--- src/rtl/timer_arbiter.sv ---
// timer_arbiter: round-robin owner selection for one shared interval counter.
// The winner's duration is latched, the counter is cleared, counts up to the
// duration, and a one-cycle done pulse is returned to the owner.
module timer_arbiter #(
  parameter int unsigned NUM_REQ  = 4,
  parameter int unsigned CNT_BITS = 4
) (
  input  logic                         clk,
  input  logic                         nrst,
  input  logic [NUM_REQ-1:0]           req,
  input  logic [NUM_REQ*CNT_BITS-1:0]  dur,
  input  logic                         abort,
  output logic [NUM_REQ-1:0]           grant,
  output logic [NUM_REQ-1:0]           done,
  output logic                         busy,
  output logic [CNT_BITS-1:0]          cur_count
);

  localparam int unsigned IDX_W = (NUM_REQ > 1) ? $clog2(NUM_REQ) : 1;

  typedef enum logic [1:0] {
    S_IDLE = 2'd0,
    S_LOAD = 2'd1,
    S_RUN  = 2'd2,
    S_DONE = 2'd3
  } state_t;

  state_t               state_q, state_n;
  logic [IDX_W-1:0]     idx_q, idx_n;
  logic [IDX_W-1:0]     last_q, last_n;
  logic [CNT_BITS-1:0]  dur_q, dur_n;
  logic [NUM_REQ-1:0]   grant_n, done_n;
  logic                 busy_n;

  logic                 cnt_clear;
  logic                 cnt_enable;
  logic                 cnt_wrap;
  logic                 cnt_at_max;

  logic [CNT_BITS-1:0]  dur_arr [NUM_REQ];
  logic [IDX_W-1:0]     cand;
  logic [IDX_W-1:0]     win;
  logic                 found;

  function automatic logic [NUM_REQ-1:0] onehot(input logic [IDX_W-1:0] i);
    logic [NUM_REQ-1:0] v;
    v    = '0;
    v[i] = 1'b1;
    return v;
  endfunction

  // Per-requester view of the packed duration bus
  for (genvar g = 0; g < NUM_REQ; g++) begin : g_dur
    assign dur_arr[g] = dur[g*CNT_BITS +: CNT_BITS];
  end

  // Shared counter: clear beats enable, saturates at max when not wrapping
  assign cnt_wrap   = 1'b0;
  assign cnt_at_max = (cur_count == dur_q);

  // Counter register
  always_ff @(posedge clk or negedge nrst) begin
    if (!nrst) begin
      cur_count <= '0;
    end else if (cnt_clear) begin
      cur_count <= '0;
    end else if (cnt_enable) begin
      if (cnt_at_max) begin
        if (cnt_wrap) cur_count <= '0;
      end else begin
        cur_count <= cur_count + CNT_BITS'(1);
      end
    end
  end

  // Round-robin search starting just after the last owner
  always_comb begin
    found = 1'b0;
    win   = '0;
    cand  = '0;
    for (int unsigned off = 1; off <= NUM_REQ; off++) begin
      cand = IDX_W'((32'(last_q) + off) % NUM_REQ);
      if (!found && req[cand]) begin
        found = 1'b1;
        win   = cand;
      end
    end
  end

  // Next-state, counter control and next registered outputs
  always_comb begin
    state_n    = state_q;
    idx_n      = idx_q;
    dur_n      = dur_q;
    last_n     = last_q;
    cnt_clear  = 1'b0;
    cnt_enable = 1'b0;

    case (state_q)
      S_IDLE: begin
        if (found) begin
          state_n = S_LOAD;
          idx_n   = win;
          dur_n   = dur_arr[win];
        end
      end
      S_LOAD: begin
        cnt_clear = 1'b1;
        if (abort) begin
          state_n = S_IDLE;
          last_n  = idx_q;
        end else begin
          state_n = S_RUN;
        end
      end
      S_RUN: begin
        if (abort) begin
          cnt_clear = 1'b1;
          state_n   = S_IDLE;
          last_n    = idx_q;
        end else begin
          cnt_enable = !cnt_at_max;
          if (cnt_at_max) state_n = S_DONE;
        end
      end
      S_DONE: begin
        last_n  = idx_q;
        state_n = S_IDLE;
      end
      default: state_n = S_IDLE;
    endcase

    busy_n  = (state_n != S_IDLE);
    grant_n = busy_n ? onehot(idx_n) : '0;
    done_n  = (state_n == S_DONE) ? onehot(idx_n) : '0;
  end

  // State and output registers
  always_ff @(posedge clk or negedge nrst) begin
    if (!nrst) begin
      state_q <= S_IDLE;
      idx_q   <= '0;
      dur_q   <= '0;
      last_q  <= IDX_W'(NUM_REQ - 1);
      grant   <= '0;
      done    <= '0;
      busy    <= 1'b0;
    end else begin
      state_q <= state_n;
      idx_q   <= idx_n;
      dur_q   <= dur_n;
      last_q  <= last_n;
      grant   <= grant_n;
      done    <= done_n;
      busy    <= busy_n;
    end
  end

endmodule

--- config.mk ---
export PLATFORM = sky130hd
export DESIGN_NAME = timer_arbiter
export DESIGN_NICKNAME = d
export VERILOG_FILES = /design/src/rtl/timer_arbiter.sv
export SDC_FILE = /design/constraint.sdc
export NUM_CORES = 1
export LEC_CHECK = 0
export ABC_CLOCK_PERIOD_IN_PS = 2600
export BUFFER_PORTS_ARGS = -buffer_cell sky130_fd_sc_hd__buf_2
export CAP_MARGIN = 0
export CELL_PAD_IN_SITES_DETAIL_PLACEMENT = 1
export CELL_PAD_IN_SITES_GLOBAL_PLACEMENT = 1
export CORE_MARGIN = 2
export CORE_UTILIZATION = 30
export DETAILED_ROUTE_END_ITERATION = 16
export HOLD_SLACK_MARGIN = 0.03
export PLACE_DENSITY_LB_ADDON = 0.15
export SYNTH_ARGS = -nofsm -noshare
export SYNTH_HDL_FRONTEND = slang
export SYNTH_SLANG_ARGS = --single-unit
--- constraint.sdc ---
create_clock -name clk -period 2.6 [get_ports clk]
set_input_delay 0.39 -clock clk [delete_from_list [all_inputs] [get_ports clk]]
set_output_delay 0.39 -clock clk [all_outputs]
set_load 0.01 [all_outputs]
==> results.yml <==
status:
  status: "finished clean"
setup_path:
  cp-start-kind: "flop"
  path_class: "flop to flop"
  worstPathRequired_ns: 2.75
  arrival_ns: 2.15
  cp-end-kind: "flop"
  worst-path-max-fanout: 9
floorplan:
  fp-row-count: 24
  die_area_um2: 5013
  chipWidth_um: 70.80
  io_pins: 36
  fp.dieH_um: 70.80
  start_util_pct: 30.96
  fp.coreArea_um2: 4324
grt:
  grt_pass1_vias: 1155
  grt_start_max_net_pins: 24
  grt_usage_pct: 13.86
  antenna_found_initial: 0
  grt_pass1_wl_um: 5595
  grt-ovfl-total: 0
pwr:
  p_int_w: 0.0009407
  p_switching_w: 0.0006673
  power_density_nw_per_um2: 1010
  peakVddDrop_uv: 365.3
  combPwrFrac_pct: 49.5
  power_switching_share_pct: 41.50
  leakage_nw: 0.7783
  power_frac_clock_pct: 13.9
  pwr-share-seq_pct: 36.6
synthesis:
  synth_top_area_cell: "dfrtp_1"
  synthTopCellsByArea: "dfrtp_1, ha_1, mux2i_1, nand3_1, nor2_1"
  netlist_area_um2: 1339
  synthArstFlopShare_pct: 100.0
  synth_enable_flop_cells: 0
  synthesis.nets: 165
  synthTopCellsByCount: "dfrtp_1, nor2_1, nand3_1, nand2_1, mux2i_1"
  synth_cell_types: 35
  syn_inst: 136
  yosysWarnings: 0
  seq_area_frac_synth_pct: 43.18
  ys.flop_type: "dfrtp_1"
  synth_seq_cells: 23
  avgSynthCellArea_um2: 9.844
  synth.top_cell.area_share_pct: 39.25
  yosysMostFrequentCell: "dfrtp_1"
finish:
  drive_above_1_share_pct: 30.00
  layout.nets: 200
  syn2layout_area_growth_pct: 18.88
  antenna_cells: 0
timing:
  slew_viol_final: 0
  skew_ns: 0.003004
  hold_violations: 0
  min_period_ns: 2.001
  setup-violations-final: 0
  fmax_mhz: 499.8
  worst_pin_slew_ns: 0.5230
  min_period_over_period_pct: 76.96
  tns_ns: 0
  rsz0062_at_grt: "no"
  slew_headroom_pct: 65.14
  whs_ns: 0.09497
drt:
  routed_wl_um: 3312
  wl_met3_um: 98
  wl_met1_um: 1440
  firstDrtPassIters: 4
  routedWlPerCell_um: 14.92
  top_layer_used: "met4"
  ant_nets: 0
  num_vias: 1098
  via_per_inst: 4.946
  drc_errors: 0
  wl_met2_um: 1760
  initialDrtViolationCount: 20
clock_tree:
  post_cts_buffers: 0
  clk_path_buf_depth: 2
  clock_sinks: 23
  cts-buffers-inserted: 3
  clk_latency_ns: 0.26
  cts_root_buf: "clkbuf_8"
  cts_hold_buffers: 0
  path_clk_slew_ns: 0.08
  ctsResizeCount: 0
  cts_max_level: 1
  cts_tree: "done"
place:
  gp_congestion: 0.7638
  place.detailed.hpwl_um: 2699
  io_buffers: 35
hold_path:
  hp-class: "primary input to async pin"
job:
  maxCapViolations: 0
[metal layers]
| metal | vias up | GRT usage [%] |
|---|---|---|
| li1 | 547 | - |
| met1 | 535 | 17.58 |
| met3 | 2 | 2.991 |
| met2 | 14 | 24.61 |
| met5 | - | 0 |
| met4 | 0 | 2.306 |
[sequential cells by signal, indices dropped and copies added (netlist names)]
name	flops
done	4
last_q	2
idx_q	2
grant	4
state_q	2
busy	1
dur_q	4
cur_count	4
[worst paths after layout]
check / start / to / slack [ns] / cells after the start
max: last_q[1]$_DFFE_PN1P_ / dur_q[0]$_DFFE_PN0P_ / 0.60 / 4
min: nrst / state_q[1]$_DFF_PN0_ / 0.09 / 1
max reg2reg: last_q[1]$_DFFE_PN1P_ / dur_q[0]$_DFFE_PN0P_ / 0.60 / 4
min reg2reg: last_q[1]$_DFFE_PN1P_ / last_q[1]$_DFFE_PN1P_ / 0.55 / 2
max in group asynchronous: nrst / last_q[0]$_DFFE_PN1P_ / 2.14 / 1
min in group clk: dur[9] / dur_q[1]$_DFFE_PN0P_ / 0.49 / 3
[power by group through the flow]
stage	Clock, W	Sequential [W]	Combinational [W]
floorplan	0	0.000576	0.000631
global placement	0	0.000593	0.000784
detailed placement	0	0.000596	0.000808
CTS	0.000234	0.000591	0.000812
global route	0.000249	0.000609	0.000907
finish	0.000224	0.000589	0.000795
[area by class of cell]
cell class / count / area, um2
fillers: 536 / 2733
clock buffers: 3 / 41.29
repair buffers: 35 / 175.2
flip-flops and latches: 23 / 578.1
inverters: 4 / 15.01
well taps: 52 / 65.06
clock inverters: 1 / 7.507
multi-input cells: 104 / 709.4
[through the flow]
stage / worst slack [ns] / std cells / cell area (um2) / total power, W / utilization, %
2_1_floorplan: 0.6310 / 136 / 1339 / 0.001207 / -
3_3_place_gp: 0.4859 / 218 / 1543 / 0.001378 / 35.68
3_5_place_dp: 0.5003 / 218 / 1543 / 0.001404 / 35.68
4_1_cts: 0.5688 / 222 / 1592 / 0.001637 / 36.81
5_1_grt: 0.4941 / 222 / 1592 / 0.001766 / 36.81
6_report: 0.5991 / 222 / 1592 / 0.001608 / 36.81
[cells by family (layout without fill, tap and decap cells)]
| kind of cell | count (synthesis) | after routing | synth area share, % |
|---|---|---|---|
| buffers and inverters | 9 | 43 | 3.831 |
| AOI/OAI and AO/OA | 22 | 22 | 12.52 |
| DFF | 23 | 23 | 43.18 |
| muxes | 12 | 12 | 9.439 |
| and+or+nand+nor | 57 | 57 | 20.84 |
| xor gates and xnor gates | 7 | 7 | 4.580 |
| adders and majority gates | 6 | 6 | 5.607 |
[worst max-delay path, stage by stage, from the launching register on]
cell	delay [ns]
dfstp_2	0.62
mux2i_1	0.20
o221a_2	0.36
mux2_2	0.38
a221o_1	0.32
[cell usage in the layout, fill, tap and decap left out, drive strengths merged]
cell	synthesis	layout
o21ai	4	4
and2	2	2
o32a	2	2
a41oi	1	1
or2	1	1
clkinvlp	0	1
a31o	1	1
a21o	1	1
nand3	13	13
dfrtp	21	21
nor2	17	17
nand3b	1	1
a21oi	4	4
a2bb2oi	1	1
nand2	11	11
or4	1	1
o221a	1	1
a221o	4	4
xnor2	4	4
clkbuf	1	3
inv	4	4
o31ai	1	1
mux2i	7	7
ha	6	6
buf	4	35
and3	2	2
nand2b	4	4
xor2	3	3
mux2	5	5
dfstp	2	2
a32oi	1	1
nor2b	4	4
nand4	1	1
a31oi	1	1
Note: power is estimated with default switching activity, not from simulation.
